## src/rtl/cpu_seq_pkg.sv

```systemverilog
// Shared definitions for the multicycle instruction sequencer.
// The state encoding is visible on the state output, so these values are fixed.
package cpu_seq_pkg;

    localparam int STATE_W = 4;

    typedef enum logic [STATE_W-1:0] {
        ST_IDLE    = 4'd0,
        ST_FETCH   = 4'd1,
        ST_DECODE  = 4'd2,
        ST_REGREAD = 4'd3,
        ST_EXECUTE = 4'd4,
        ST_MEM     = 4'd5,
        ST_WB      = 4'd6,
        ST_PCUPD   = 4'd7,
        ST_HALT    = 4'd8
    } state_t;

endpackage

```

## src/rtl/seq_wait_timer.sv

```systemverilog
// Counts the cycles a memory request has waited for its ack.
// expired is high while the count sits at MAX_WAIT.
module seq_wait_timer #(
    parameter int MAX_WAIT = 15
) (
    input  logic clk,
    input  logic rst_n,
    input  logic clear,
    input  logic inc,
    output logic expired
);

    localparam int CW = (MAX_WAIT < 1) ? 1 : $clog2(MAX_WAIT + 1);

    logic [CW-1:0] count;

    always_ff @(posedge clk or negedge rst_n) begin
        if (!rst_n) begin
            count <= '0;
        end else if (clear) begin
            count <= '0;
        end else if (inc && !expired) begin
            count <= count + 1'b1;
        end
    end

    assign expired = (count == CW'(MAX_WAIT));

endmodule

```

## src/rtl/multicycle_sequencer.sv

```systemverilog
// Steps each instruction through fetch/decode/regread/execute/mem/wb/pc-update,
// with memory handshakes, timeout-to-halt, halt/run control and perf counters.
module multicycle_sequencer
    import cpu_seq_pkg::*;
#(
    parameter int INSTR_W  = 8,
    parameter int MAX_WAIT = 15,
    parameter int CNT_W    = 16
) (
    input  logic               clk,
    input  logic               rst_n,
    input  logic               run,
    input  logic               halt_req,
    input  logic               clear_halt,
    output logic               imem_req,
    input  logic               imem_ack,
    input  logic [INSTR_W-1:0] instr_in,
    output logic [INSTR_W-1:0] instr_out,
    input  logic               mem_rd,
    input  logic               mem_wr,
    input  logic               reg_w_en,
    output logic               decode_en,
    output logic               regread_en,
    output logic               execute_en,
    output logic               wb_en,
    output logic               pc_update_en,
    output logic               dmem_req,
    output logic               dmem_we,
    input  logic               dmem_ack,
    output logic [3:0]         state,
    output logic               busy,
    output logic               halted,
    output logic               timeout_err,
    output logic [CNT_W-1:0]   cycle_count,
    output logic [CNT_W-1:0]   retired_count
);

    state_t cur_state;
    state_t next_state;
    logic   halt_pending;
    logic   wr_lat;
    logic   wen_lat;
    logic   set_timeout;
    logic   waiting;
    logic   awaited_ack;
    logic   timer_expired;

    assign waiting     = (cur_state == ST_FETCH) || (cur_state == ST_MEM);
    assign awaited_ack = (cur_state == ST_FETCH) ? imem_ack : dmem_ack;

    // Timer is held clear outside the wait states, so every entry starts at zero.
    seq_wait_timer #(
        .MAX_WAIT (MAX_WAIT)
    ) u_wait_timer (
        .clk     (clk),
        .rst_n   (rst_n),
        .clear   (!waiting),
        .inc     (waiting && !awaited_ack),
        .expired (timer_expired)
    );

    always_comb begin
        next_state  = cur_state;
        set_timeout = 1'b0;
        unique case (cur_state)
            ST_IDLE: begin
                if (halt_req || halt_pending) next_state = ST_HALT;
                else if (run)                 next_state = ST_FETCH;
            end
            ST_FETCH: begin
                if (imem_ack) begin
                    next_state = ST_DECODE;
                end else if (timer_expired) begin
                    next_state  = ST_HALT;
                    set_timeout = 1'b1;
                end
            end
            ST_DECODE:  next_state = ST_REGREAD;
            ST_REGREAD: next_state = ST_EXECUTE;
            ST_EXECUTE: begin
                if (mem_rd || mem_wr) next_state = ST_MEM;
                else if (reg_w_en)    next_state = ST_WB;
                else                  next_state = ST_PCUPD;
            end
            ST_MEM: begin
                if (dmem_ack) begin
                    next_state = wen_lat ? ST_WB : ST_PCUPD;
                end else if (timer_expired) begin
                    next_state  = ST_HALT;
                    set_timeout = 1'b1;
                end
            end
            ST_WB: next_state = ST_PCUPD;
            ST_PCUPD: begin
                if (halt_pending) next_state = ST_HALT;
                else if (run)     next_state = ST_FETCH;
                else              next_state = ST_IDLE;
            end
            ST_HALT: begin
                if (clear_halt) next_state = ST_IDLE;
            end
            default: next_state = ST_IDLE;
        endcase
    end

    always_ff @(posedge clk or negedge rst_n) begin
        if (!rst_n) begin
            cur_state     <= ST_IDLE;
            instr_out     <= '0;
            wr_lat        <= 1'b0;
            wen_lat       <= 1'b0;
            halt_pending  <= 1'b0;
            timeout_err   <= 1'b0;
            cycle_count   <= '0;
            retired_count <= '0;
        end else begin
            cur_state <= next_state;
            if (cur_state == ST_FETCH && imem_ack) instr_out <= instr_in;
            if (cur_state == ST_EXECUTE) begin
                wr_lat  <= mem_wr;
                wen_lat <= reg_w_en;
            end
            // A halt request is remembered until clear_halt; requests in HALT are ignored.
            if (cur_state == ST_HALT) begin
                if (clear_halt) halt_pending <= 1'b0;
            end else if (halt_req) begin
                halt_pending <= 1'b1;
            end
            if (set_timeout)                               timeout_err <= 1'b1;
            else if (cur_state == ST_HALT && clear_halt)   timeout_err <= 1'b0;
            if (busy)                   cycle_count   <= cycle_count + 1'b1;
            if (cur_state == ST_PCUPD)  retired_count <= retired_count + 1'b1;
        end
    end

    assign state        = cur_state;
    assign imem_req     = (cur_state == ST_FETCH);
    assign decode_en    = (cur_state == ST_DECODE);
    assign regread_en   = (cur_state == ST_REGREAD);
    assign execute_en   = (cur_state == ST_EXECUTE);
    assign wb_en        = (cur_state == ST_WB);
    assign pc_update_en = (cur_state == ST_PCUPD);
    assign dmem_req     = (cur_state == ST_MEM);
    assign dmem_we      = (cur_state == ST_MEM) && wr_lat;
    assign halted       = (cur_state == ST_HALT);
    assign busy         = (cur_state != ST_IDLE) && (cur_state != ST_HALT);

endmodule

```

## config.mk

```make
export PLATFORM = sky130hd
export DESIGN_NAME = multicycle_sequencer
export DESIGN_NICKNAME = d
export VERILOG_FILES = /design/src/rtl/cpu_seq_pkg.sv /design/src/rtl/seq_wait_timer.sv /design/src/rtl/multicycle_sequencer.sv
export SDC_FILE = /design/constraint.sdc
export NUM_CORES = 1
export LEC_CHECK = 0
export BUFFER_PORTS_ARGS = -buffer_cell sky130_fd_sc_hd__buf_2
export CORE_MARGIN = 4
export CORE_UTILIZATION = 51
export DETAILED_ROUTE_END_ITERATION = 10
export PLACE_DENSITY = 0.75
export REMOVE_ABC_BUFFERS = 1
export SLEW_MARGIN = 20
export SYNTH_ARGS = -nofsm -noshare
export SYNTH_HDL_FRONTEND = slang
export SYNTH_HIERARCHICAL = 1
export SYNTH_SLANG_ARGS = --single-unit
```

## constraint.sdc

```tcl
create_clock -name clk -period 2.72 [get_ports clk]
set_clock_uncertainty 0.05 [all_clocks]
set_input_delay 0.272 -clock clk [delete_from_list [all_inputs] [get_ports clk]]
set_output_delay 0.272 -clock clk [all_outputs]
set_load 0.05 [all_outputs]
```

==> results of run 1 <==
-- kinds of logic after synthesis --
kind of cell / Yosys count / share of synthesized area
AND/OR/NAND/NOR: 94 / 0.232
flip-flops: 52 / 0.529
XOR/XNOR: 30 / 0.107
AO/OA/AOI/OAI: 17 / 0.0463
multiplexers: 12 / 0.0559
buffers and inverters: 9 / 0.0152
adder cells (fa/ha/maj): 3 / 0.0153
-- synth_stat cells --
cell type  instances  share of area
a211oi_2           1         0.0051
a21oi_1            5          0.010
a32o_1             1         0.0041
and2_1             2         0.0051
and3_1             3         0.0076
and3_4             1         0.0046
and4b_2            1         0.0046
and4bb_2           1         0.0051
buf_2              3         0.0061
clkbuf_1           1         0.0015
dfrtp_1           52           0.53
ha_1               3          0.015
inv_1              5         0.0076
mux2_2            10          0.046
mux2_4             1         0.0061
mux2i_1            1         0.0041
nand2_1           24          0.037
nand2b_1           3         0.0076
nand3_1           16          0.033
nand4_1            7          0.018
nand4b_4           1         0.0097
nor2_1            11          0.017
nor2b_1            4          0.010
nor2b_4            1         0.0056
nor3_1             7          0.014
nor3_2             1         0.0041
nor4_1             1         0.0025
nor4_2             2          0.010
nor4_4             1         0.0086
nor4b_1            1         0.0036
nor4b_2            2          0.012
nor4bb_1           1         0.0041
o21ai_0            5          0.010
o22ai_1            1         0.0025
o311ai_0           1         0.0036
o311ai_1           1         0.0036
o31a_1             1         0.0036
o32ai_1            1         0.0036
or2_0              1         0.0025
or2_1              1         0.0025
or3b_1             1         0.0036
xnor2_1           19          0.068
xor2_1            11          0.039
-- worst paths after layout --
check                           cells past startpoint               from               endpoint  slack, ns
worst max-delay path                                3           state[2]                   busy       0.48
worst min-delay path                                2        instr_in[1]           instr_out[1]       0.14
worst max register to register                      4           state[1]  u_wait_timer/count[0]       0.68
worst min register to register                      1  retired_count[15]      retired_count[15]       0.42
max in group asynchronous                           3              rst_n         cycle_count[3]       1.44
min in group asynchronous                           2              rst_n                 wr_lat       0.40
-- routing by layer --
metal / global-route usage / vias up / share of wire
met1: 0.247 / 930 / 0.46
li1: - / 922 / -
met5: 0 / - / 0
met2: 0.295 / 64 / 0.46
met3: 0.0499 / 8 / 0.064
met4: 0.0712 / 0 / 0.019
-- worst register-to-register path: stages (launching register included) --
cell      delay [ns]
dfrtp_1         0.38
or3b_1          0.49
a211oi_2        0.44
nor2b_4         0.26
mux2_4          0.30
-- power breakdown --
group          total, mW  internal, mW  leakage (nW)  switching [mW]
Clock              0.453         0.207        0.0445           0.246
Combinational      0.798         0.212         0.858           0.585
Sequential         0.954         0.874         0.711          0.0803
-- per-stage QoR --
step           worst slack (ns)  total power [mW]  utilization  cell area (um2)
5_1_grt                   0.314              2.32        0.640             3000
6_report                  0.483              2.21        0.640             3000
2_1_floorplan            -0.137              1.54            -             2440
3_5_place_dp              0.704              1.77        0.618             2900
3_3_place_gp              0.818              1.75        0.618             2900
4_1_cts                   0.477              2.22        0.640             3000
-- what timing repair did --
item                                   CTS  global route
endpoints found under the hold margin   21             0
buffers inserted                         0             0
hold buffers                             1             0
-- final cells by class --
type / instances / area share
Tap cell: 54 / 0.0225
Sequential cell: 52 / 0.433
Inverter: 5 / 0.00625
Clock inverter: 1 / 0.00250
Multi-Input combinational cell: 156 / 0.374
Clock buffer: 7 / 0.0287
Timing Repair Buffer: 77 / 0.133
-- registers in the layout, summed over array words and instances (netlist names) --
| name | cells |
|---|---|
| u_wait_timer/count | 4 |
| wr_lat | 1 |
| instr_out | 8 |
| wen_lat | 1 |
| state | 4 |
| retired_count | 16 |
| halt_pending | 1 |
| cycle_count | 16 |
| timeout_err | 1 |
==> reports/qor.log, run 1 <==
qor: finish.final-seq-area 1300 um2
qor: synth.synth-warning-count 6
qor: finish.nNetsFinal 318
qor: setup_path.critical_path.n_buffers_inverters 2
qor: finish.most_frequent_standard_cell_in_the_layout_excluding_fill_and_tap_cells buf_2
qor: clock_network.numCtsBuffers 5
qor: clock_network.cts-resized-gates 0
qor: sta.fin_worst_hold_slack 0.137 ns
qor: floorplan.core.rowCount 25
qor: setup_path.worst_path_dominant_cell_family flip-flops
qor: clock_network.cts-htree-levels 2
qor: floorplan.die_area 6000 um2
qor: synth.avg_synthesized_cell_area 11.3 um2
qor: sta.report.final.setup_viol 0
qor: setup_path.critical-path-max-stage-delay 0.62 ns
qor: detailed_routing.wl_per_cell 14.8 um
qor: pwr.power_density 734 nW/um2
qor: clock_network.cts_tree yes
qor: finish.drive_gt1_frac 0.356
qor: setup_path.worst-endpoint-arrival 1.91 ns
qor: setup_path.timing.critical_path.from_type flop
qor: clock_network.cts_sinks 52
qor: finish.syn_to_final_growth 22.1%
qor: sta.total_negative_slack_for_setup_checks 0 ns
qor: finish.antenna-diode-count 0
qor: synth.post_synth_inst_count 217
qor: place.detailedPlacementHpwl 3.89 mm
qor: clock_network.clock_tree.buffer_depth 2
qor: synth.synth_cell_types 43
qor: global_routing.grt_usage 0.187
qor: setup_path.maximum_fanout_encountered_on_the_critical_timing_path 17
qor: finish.mostFrequentLayoutCells buf_2 (72), dfrtp_1 (52), nand2_1 (24)
qor: sta.worstMarginPinSlew 0.620 ns
qor: sta.final.period_utilization 0.822
qor: place.numPortBuffers 72
qor: global_routing.grt_antenna_before_repair 0
qor: sta.worst_slew_margin_rel 0.586
qor: pwr.power.ir.vdd_worst 0.473 mV
qor: synth.ys_ff_latch 52
qor: clock_network.cts.root.buffer_cell clkbuf_8
qor: global_routing.grt_start_max_net_pins 32
qor: finish.multi_input_comb_area 1120 um2
qor: detailed_routing.avgViaCountPerCell 5.47
qor: global_routing.grt_pass1_wl 9.09 mm
qor: run_status.run_status finished, final reports clean
qor: floorplan.die_width 77.5 um
qor: finish.num-fill-cells 371
qor: setup_path.worst_path_max_delay_cell dfrtp_1
qor: detailed_routing.drc_errors 0
qor: synth.synth.yosys.seq_area_share 0.529
qor: sta.minimum_clock_period 2.24 ns
qor: floorplan.core_footprint 4690 um2
qor: pwr.p_leak 1.61 nW
qor: job.cap_viol_max_count 0
qor: clock_network.clock_transition_time_at_the_flip_flop_clock_pins_of_the_worst_setup_and_hold_paths 0.09 ns
qor: global_routing.grt-ovfl-total 0
qor: detailed_routing.firstDrtPassIters 4
qor: clock_network.worst_skew_pair.late_latency 0.31 ns
qor: sta.top_achievable_clock_speed 447 MHz
qor: finish.post_layout_nonfiller_instances 352
qor: detailed_routing.detailroute.via_count 1924
qor: setup_path.path_class flop to primary output
qor: synth.synth_area 2460 um2
qor: place.gp_congestion 0.778
qor: global_routing.first_global_vias 1932
qor: detailed_routing.drt_first_iter_violations 62
qor: place.numPlacedInstances 343
qor: setup_path.timing.critical_path.to_type primary output
qor: sta.rsz0062_at_grt no
qor: floorplan.boundaryPins 73
qor: setup_path.critPathRequiredTime 2.40 ns
qor: sta.slew_viol_final 0
qor: hold_path.min_path_type primary input to flop
qor: sta.final_hold_viol_count 0
qor: setup_path.critical_path.cell_chain nor3_2 -> inv_1 -> buf_2
qor: detailed_routing.postRouteAntennaNets 0
qor: detailed_routing.routed_wl 5.21 mm
qor: floorplan.fp.dieH 77.5 um
qor: floorplan.initial_utilization 0.525
Note: power is estimated with default switching activity, not from simulation.
==> inputs of run 2 (changes only) <==
--- a/config.mk
+++ b/config.mk
@@ -5,11 +5,12 @@
 export SDC_FILE = /design/constraint.sdc
 export NUM_CORES = 1
 export LEC_CHECK = 0
+export ABC_AREA = 1
 export BUFFER_PORTS_ARGS = -buffer_cell sky130_fd_sc_hd__buf_2
 export CORE_MARGIN = 4
-export CORE_UTILIZATION = 51
+export CORE_UTILIZATION = 47
 export DETAILED_ROUTE_END_ITERATION = 10
-export PLACE_DENSITY = 0.75
+export PLACE_DENSITY = 0.71
 export REMOVE_ABC_BUFFERS = 1
 export SLEW_MARGIN = 20
 export SYNTH_ARGS = -nofsm -noshare
==> constraint.sdc (replaced) <==
create_clock -name clk -period 1.9 [get_ports clk]
set_clock_uncertainty 0.05 [all_clocks]
set_input_delay 0.19 -clock clk [delete_from_list [all_inputs] [get_ports clk]]
set_output_delay 0.19 -clock clk [all_outputs]
set_load 0.05 [all_outputs]
==> reports/qor.log, run 2 <==
qor: synth.synth-async-reset-ratio 1.00
qor: floorplan.core.rowCount 27
qor: detailed_routing.postRouteAntennaNets 0
qor: finish.utilization 0.604
qor: finish.most_frequent_standard_cell_in_the_layout_excluding_fill_and_tap_cells nand2_1
qor: place.numPlacedInstances 494
qor: sta.final.period_utilization 0.942
qor: clock_network.cts.root.buffer_cell clkbuf_8
qor: setup_path.path_class flop to primary output
qor: finish.mostFrequentLayoutCells nand2_1 (113), buf_2 (67), dfrtp_1 (52)
qor: synth.number_of_synthesized_flops_with_an_enable_pin 0
qor: global_routing.grt_start_max_net_pins 34
qor: finish.reg_top3 cycle_count x16, retired_count x16, instr_out x8
qor: setup_path.maximum_fanout_encountered_on_the_critical_timing_path 5
qor: global_routing.grt_antenna_before_repair 0
qor: pwr.power.ir.vdd_worst 0.797 mV
qor: run_status.run_status finished, final reports clean
qor: synth.synth_top_area_frac 0.474
qor: sta.top_achievable_clock_speed 559 MHz
qor: sta.minimum_clock_period 1.79 ns
qor: clock_network.cts_tree yes
qor: synth.synthDominantAreaCellType dfrtp_1
qor: place.gp_congestion 0.823
qor: finish.multi_input_comb_area 1240 um2
qor: sta.worst_slew_margin_rel 0.654
qor: finish.nNetsFinal 452
qor: detailed_routing.drc_errors 0
qor: global_routing.grt-ovfl-total 0
qor: clock_network.clock_tree.buffer_depth 2
qor: detailed_routing.routed_wl 5.94 mm
qor: pwr.power_density 1200 nW/um2
qor: synth.netlist_top_cells_area dfrtp_1 (47%), nand2_1 (15%), inv_1 (5.9%)
qor: place.numPortBuffers 72
qor: sta.rsz0062_at_grt no
qor: detailed_routing.firstDrtPassIters 4
qor: setup_path.timing.critical_path.to_type primary output
qor: detailed_routing.avgViaCountPerCell 4.74
qor: floorplan.die_area 7130 um2
qor: clock_network.numCtsBuffers 5
qor: clock_network.cts_sinks 52
qor: place.detailedPlacementHpwl 4.70 mm
qor: clock_network.worst_skew_pair.late_latency 0.30 ns
qor: detailed_routing.drt_first_iter_violations 102
qor: sta.report.final.setup_viol 0
qor: synth.avg_synthesized_cell_area 7.85 um2
qor: clock_network.cts-htree-levels 2
qor: floorplan.die_width 84.5 um
qor: synth.synth_area 2750 um2
qor: global_routing.grt_pass1_wl 10.6 mm
qor: sta.final_hold_viol_count 0
qor: finish.antenna-diode-count 0
qor: setup_path.timing.critical_path.from_type flop
qor: finish.post_layout_nonfiller_instances 504
qor: job.cap_viol_max_count 0
qor: hold_path.min_path_type primary input to flop
qor: finish.num-fill-cells 525
qor: synth.synth.most_common_cell nand2_1
qor: setup_path.worst-endpoint-arrival 1.55 ns
qor: synth.synth.yosys.seq_area_share 0.474
qor: synth.synth_cell_types 28
qor: sta.slew_viol_final 0
qor: floorplan.boundaryPins 73
qor: synth.synth_commonest_cells nand2_1 (113), dfrtp_1 (52), inv_1 (43)
qor: setup_path.critPathRequiredTime 1.66 ns
qor: floorplan.initial_utilization 0.493
qor: detailed_routing.detailroute.via_count 2388
qor: detailed_routing.wl_per_cell 11.8 um
qor: synth.dominantRegCellSynth dfrtp_1
qor: finish.drive_gt1_frac 0.248
qor: global_routing.first_global_vias 2239
qor: floorplan.core_footprint 5570 um2
qor: global_routing.grt_usage 0.179
qor: clock_network.clock_transition_time_at_the_flip_flop_clock_pins_of_the_worst_setup_and_hold_paths 0.09 ns
qor: finish.syn_to_final_growth 22.5%
qor: finish.final-seq-area 1300 um2
qor: pwr.p_leak 1.90 nW
qor: synth.post_synth_inst_count 350
qor: synth.ys_ff_latch 52
qor: floorplan.fp.dieH 84.5 um
qor: sta.worstMarginPinSlew 0.520 ns
qor: synth.synth-warning-count 6
run 2: cell count changes after synthesis, sizes merged, moves of 11 or more:
cell,change
nor2,+30
mux2,-11
nand3,+15
xnor2,-17
inv,+44
nand2,+93
run 2: worst paths after layout:
| check | from | to | slack, ns | cells past startpoint |
|---|---|---|---|---|
| hold reg to reg | instr_out[2] | instr_out[2] | 0.42 | 2 |
| hold / removal | reg_w_en | wen_lat | 0.07 | 3 |
| max in group asynchronous | rst_n | instr_out[3] | 0.91 | 3 |
| setup reg to reg | state[1] | cycle_count[10] | 0.31 | 7 |
| min in group asynchronous | rst_n | retired_count[6] | 0.33 | 2 |
| setup / recovery | state[1] | halted | 0.11 | 4 |
run 2: cell type report:
type | instances | share of cell area
Clock inverter | 3 | 0.0126
Clock buffer | 5 | 0.0204
Sequential cell | 52 | 0.386
Multi-Input combinational cell | 244 | 0.369
Tap cell | 72 | 0.0268
Timing Repair Buffer | 78 | 0.129
Inverter | 50 | 0.0557
run 2: report_power, final:
group / total, mW / internal [mW] / switching [mW]
combinational: 1.79 / 0.432 / 1.36
clock: 0.757 / 0.390 / 0.367
sequential: 1.48 / 1.30 / 0.175
total: 4.03 / 2.13 / 1.90
run 2: critical path: stages, from the launching register on:
cell	delay [ns]
dfrtp_1	0.48
nor2_2	0.19
inv_2	0.08
nor3_2	0.23
buf_4	0.26
run 2: stage by stage:
| step | instance area [um2] | worst slack [ns] | power (mW) | setup TNS, ns | hold slack, ns |
|---|---|---|---|---|---|
| 6_report | 3370 | 0.110 | 4.03 | 0 | 0.0654 |
| 5_1_grt | 3370 | 0.0000103 | 4.29 | 0 | 0.0544 |
| 4_1_cts | 3330 | 0.0351 | 4.02 | 0 | 0.0552 |
| 3_5_place_dp | 3210 | 0.347 | 3.25 | 0 | 0.141 |
| 3_3_place_gp | 3210 | 0.379 | 3.22 | 0 | 0.132 |
| 2_1_floorplan | 2720 | -0.616 | 2.79 | -9.34 | -0.156 |
run 2: cells by family (layout without fill, tap and decap cells):
| kind of cell | count (synthesis) | in the layout | synth area share |
|---|---|---|---|
| and+or+nand+nor | 207 | 207 | 0.344 |
| buffers and inverters | 54 | 136 | 0.0792 |
| DFF | 52 | 52 | 0.474 |
| xor gates and xnor gates | 18 | 18 | 0.0574 |
| AOI/OAI and AO/OA | 16 | 16 | 0.0319 |
| adders and majority gates | 3 | 3 | 0.0137 |
run 2: timing repair:
item                                    in CTS  in global routing
hold buffers                                 1                  0
endpoints found under the setup margin       1                  4
setup buffers                                0                  1
cloned                                       0                  0
endpoints found under the hold margin       19                  0
gates resized for setup                      1                  8
run 2: routing by layer:
layer	up-vias	share of wire	GRT usage	wire length (um)
met3	5	0.067	0.0500	400
met5	-	0	0	0
met4	0	0.0067	0.0460	40
li1	1246	-	-	-
met1	1077	0.46	0.238	2730
met2	60	0.47	0.289	2780
==> inputs of run 3 (changes only) <==
--- a/config.mk
+++ b/config.mk
@@ -8,9 +8,9 @@
 export ABC_AREA = 1
 export BUFFER_PORTS_ARGS = -buffer_cell sky130_fd_sc_hd__buf_2
 export CORE_MARGIN = 4
-export CORE_UTILIZATION = 47
+export CORE_UTILIZATION = 40
 export DETAILED_ROUTE_END_ITERATION = 10
-export PLACE_DENSITY = 0.71
+export PLACE_DENSITY = 0.62
 export REMOVE_ABC_BUFFERS = 1
 export SLEW_MARGIN = 20
 export SYNTH_ARGS = -nofsm -noshare
==> constraint.sdc (replaced) <==
create_clock -name clk -period 1.9 [get_ports clk]
set_clock_uncertainty 0.05 [all_clocks]
set_input_delay 0.38 -clock clk [delete_from_list [all_inputs] [get_ports clk]]
set_output_delay 0.38 -clock clk [all_outputs]
set_load 0.05 [all_outputs]
==> reports/qor.log, run 3 (synthesis gave the netlist of run 2 again) <==
qor: global_routing.grt-ovfl-total 0
qor: global_routing.grt_usage 0.156
qor: sta.worstMarginPinSlew 0.285 ns
qor: finish.syn_to_final_growth 24.7%
qor: place.dp_slack 0.239 ns
qor: finish.most_frequent_standard_cell_in_the_layout_excluding_fill_and_tap_cells nand2_1
qor: clock_network.cts-hold-fix-buffers 0
qor: setup_path.critPathRequiredTime 1.47 ns
qor: sta.finalWorstSetupSlack 0.0717 ns
qor: setup_path.critical_path.n_buffers_inverters 3
qor: global_routing.grt_start_max_net_pins 53
qor: detailed_routing.detailroute.via_count 2443
qor: clock_network.cts.root.buffer_cell clkbuf_8
qor: floorplan.die_width 90.9 um
qor: sta.slew_viol_final 0
qor: pwr.power_density 1190 nW/um2
qor: setup_path.r2r_setup_slack 0.28 ns
qor: sta.report.final.setup_viol 0
qor: clock_network.cts-htree-levels 2
qor: detailed_routing.wl_per_cell 12.0 um
qor: sta.top_achievable_clock_speed 547 MHz
qor: clock_network.clock_transition_time_at_the_flip_flop_clock_pins_of_the_worst_setup_and_hold_paths 0.09 ns
qor: finish.post_layout_nonfiller_instances 511
qor: global_routing.first_global_vias 2396
qor: finish.antenna-diode-count 0
qor: global_routing.grt_antenna_before_repair 0
qor: run_status.run_status finished, final reports clean
qor: detailed_routing.drt_first_iter_violations 86
qor: place.detailedPlacementHpwl 4.63 mm
qor: setup_path.regToRegEndpoint retired_count[14]
qor: floorplan.initial_utilization 0.423
qor: sta.rsz0062_at_grt yes
qor: finish.reg_top3 cycle_count x16, retired_count x16, instr_out x8
qor: setup_path.worst_path_max_delay_cell dfrtp_2
qor: pwr.p_leak 1.91 nW
qor: finish.drive_gt1_frac 0.270
qor: sta.worst_slew_margin_rel 0.810
qor: job.cap_viol_max_count 0
qor: setup_path.timing.critical_path.to_type primary output
qor: floorplan.boundaryPins 73
qor: setup_path.reg2reg_from state[3]
qor: pwr.power.ir.vdd_worst 0.873 mV
qor: sta.total_negative_slack_for_setup_checks 0 ns
qor: clock_network.cts_tree yes
qor: detailed_routing.routed_wl 6.11 mm
qor: clock_network.cts_sinks 52
qor: setup_path.maximum_fanout_encountered_on_the_critical_timing_path 4
qor: hold_path.min_path_type primary input to asynchronous set/reset pin
qor: floorplan.core_footprint 6490 um2
qor: floorplan.fp.dieH 90.9 um
qor: setup_path.worst_path_dominant_cell_family buffers and inverters
qor: detailed_routing.postRouteAntennaNets 0
qor: detailed_routing.firstDrtPassIters 4
qor: clock_network.clock_tree.buffer_depth 2
qor: setup_path.critical_path.cell_chain inv_1 -> nor2_4 -> nand2_1 -> inv_2 -> clkbuf_4
qor: finish.utilization 0.528
qor: detailed_routing.avgViaCountPerCell 4.78
qor: floorplan.die_area 8260 um2
qor: finish.design_area_final 3430 um2
qor: place.numPortBuffers 72
qor: sta.final.period_utilization 0.962
qor: place.post_dp_cell_area 3230 um2
qor: sta.minimum_clock_period 1.83 ns
qor: clock_network.worst_skew_pair.late_latency 0.30 ns
qor: setup_path.worst-endpoint-arrival 1.40 ns
qor: sta.final_hold_viol_count 0
qor: global_routing.grt_pass1_wl 10.7 mm
qor: floorplan.core.rowCount 29
qor: setup_path.timing.critical_path.from_type flop
qor: setup_path.critical-path-max-stage-delay 0.42 ns
qor: finish.mostFrequentLayoutCells nand2_1 (112), buf_2 (63), dfrtp_1 (49)
qor: setup_path.path_class flop to primary output
qor: clock_network.numCtsBuffers 5
qor: finish.nNetsFinal 456
qor: place.numPlacedInstances 501
qor: place.gp_congestion 0.831
qor: detailed_routing.drc_errors 0
qor: setup_path.count_of_cells_along_the_worst_register_to_register_path 9
-- run 3: layout make-up --
class,count,area (um2)
Clock inverter,1,30.0
Sequential cell,52,1310
Fill cell,643,3070
Timing Repair Buffer,82,482
Inverter,50,188
Tap cell,77,96.3
Clock buffer,5,68.8
Multi-Input combinational cell,244,1260
-- run 3: metrics by stage --
step / hold slack [ns] / power [mW]
2_1_floorplan: 0.0344 / 2.79
3_3_place_gp: 0.350 / 3.24
3_5_place_dp: 0.354 / 3.26
4_1_cts: 0.0206 / 4.07
5_1_grt: 0.0150 / 4.36
6_report: 0.0125 / 4.08
-- run 3: per-layer routing --
metal	GRT usage	vias up	wire, um
met5	0	-	0
met1	0.191	1110	2780
met4	0.0377	0	73
met2	0.265	69	2850
li1	-	1257	-
met3	0.0492	7	403
-- run 3: report_power, final --
group	total (mW)	internal [mW]	leakage, nW	switching [mW]
Combinational	1.87	0.490	1.17	1.38
Sequential	1.49	1.31	0.691	0.184
Clock	0.721	0.379	0.0501	0.343
Total	4.08	2.18	1.91	1.91
-- run 3: repair_timing --
| item | in CTS | in global routing |
|---|---|---|
| endpoints found under the setup margin | 6 | 10 |
| cloned | 0 | 0 |
| resized for setup | 5 | 20 |
| buffers inserted | 2 | 2 |
-- run 3: worst max-delay path by stage --
stage,from,end,slack (ns),cells past startpoint
CTS,state[1],halted,-0.04,4
finish,state[0],dmem_req,0.07,5
global placement,state[0],imem_req,0.24,5
detailed placement,state[0],imem_req,0.24,5
global route,state[1],halted,-0.02,4
floorplan,state[2],retired_count[13],-0.62,7
-- run 3: worst register-to-register path, stage by stage (launching register included) --
cell and delay [ns]:
dfrtp_1 0.44, inv_2 0.16, nand2_2 0.09, nor2_2 0.17
buf_4 0.20, nand3_4 0.11, nor2_4 0.14, nand2_1 0.06
nand2_1 0.06, nand2_1 0.04
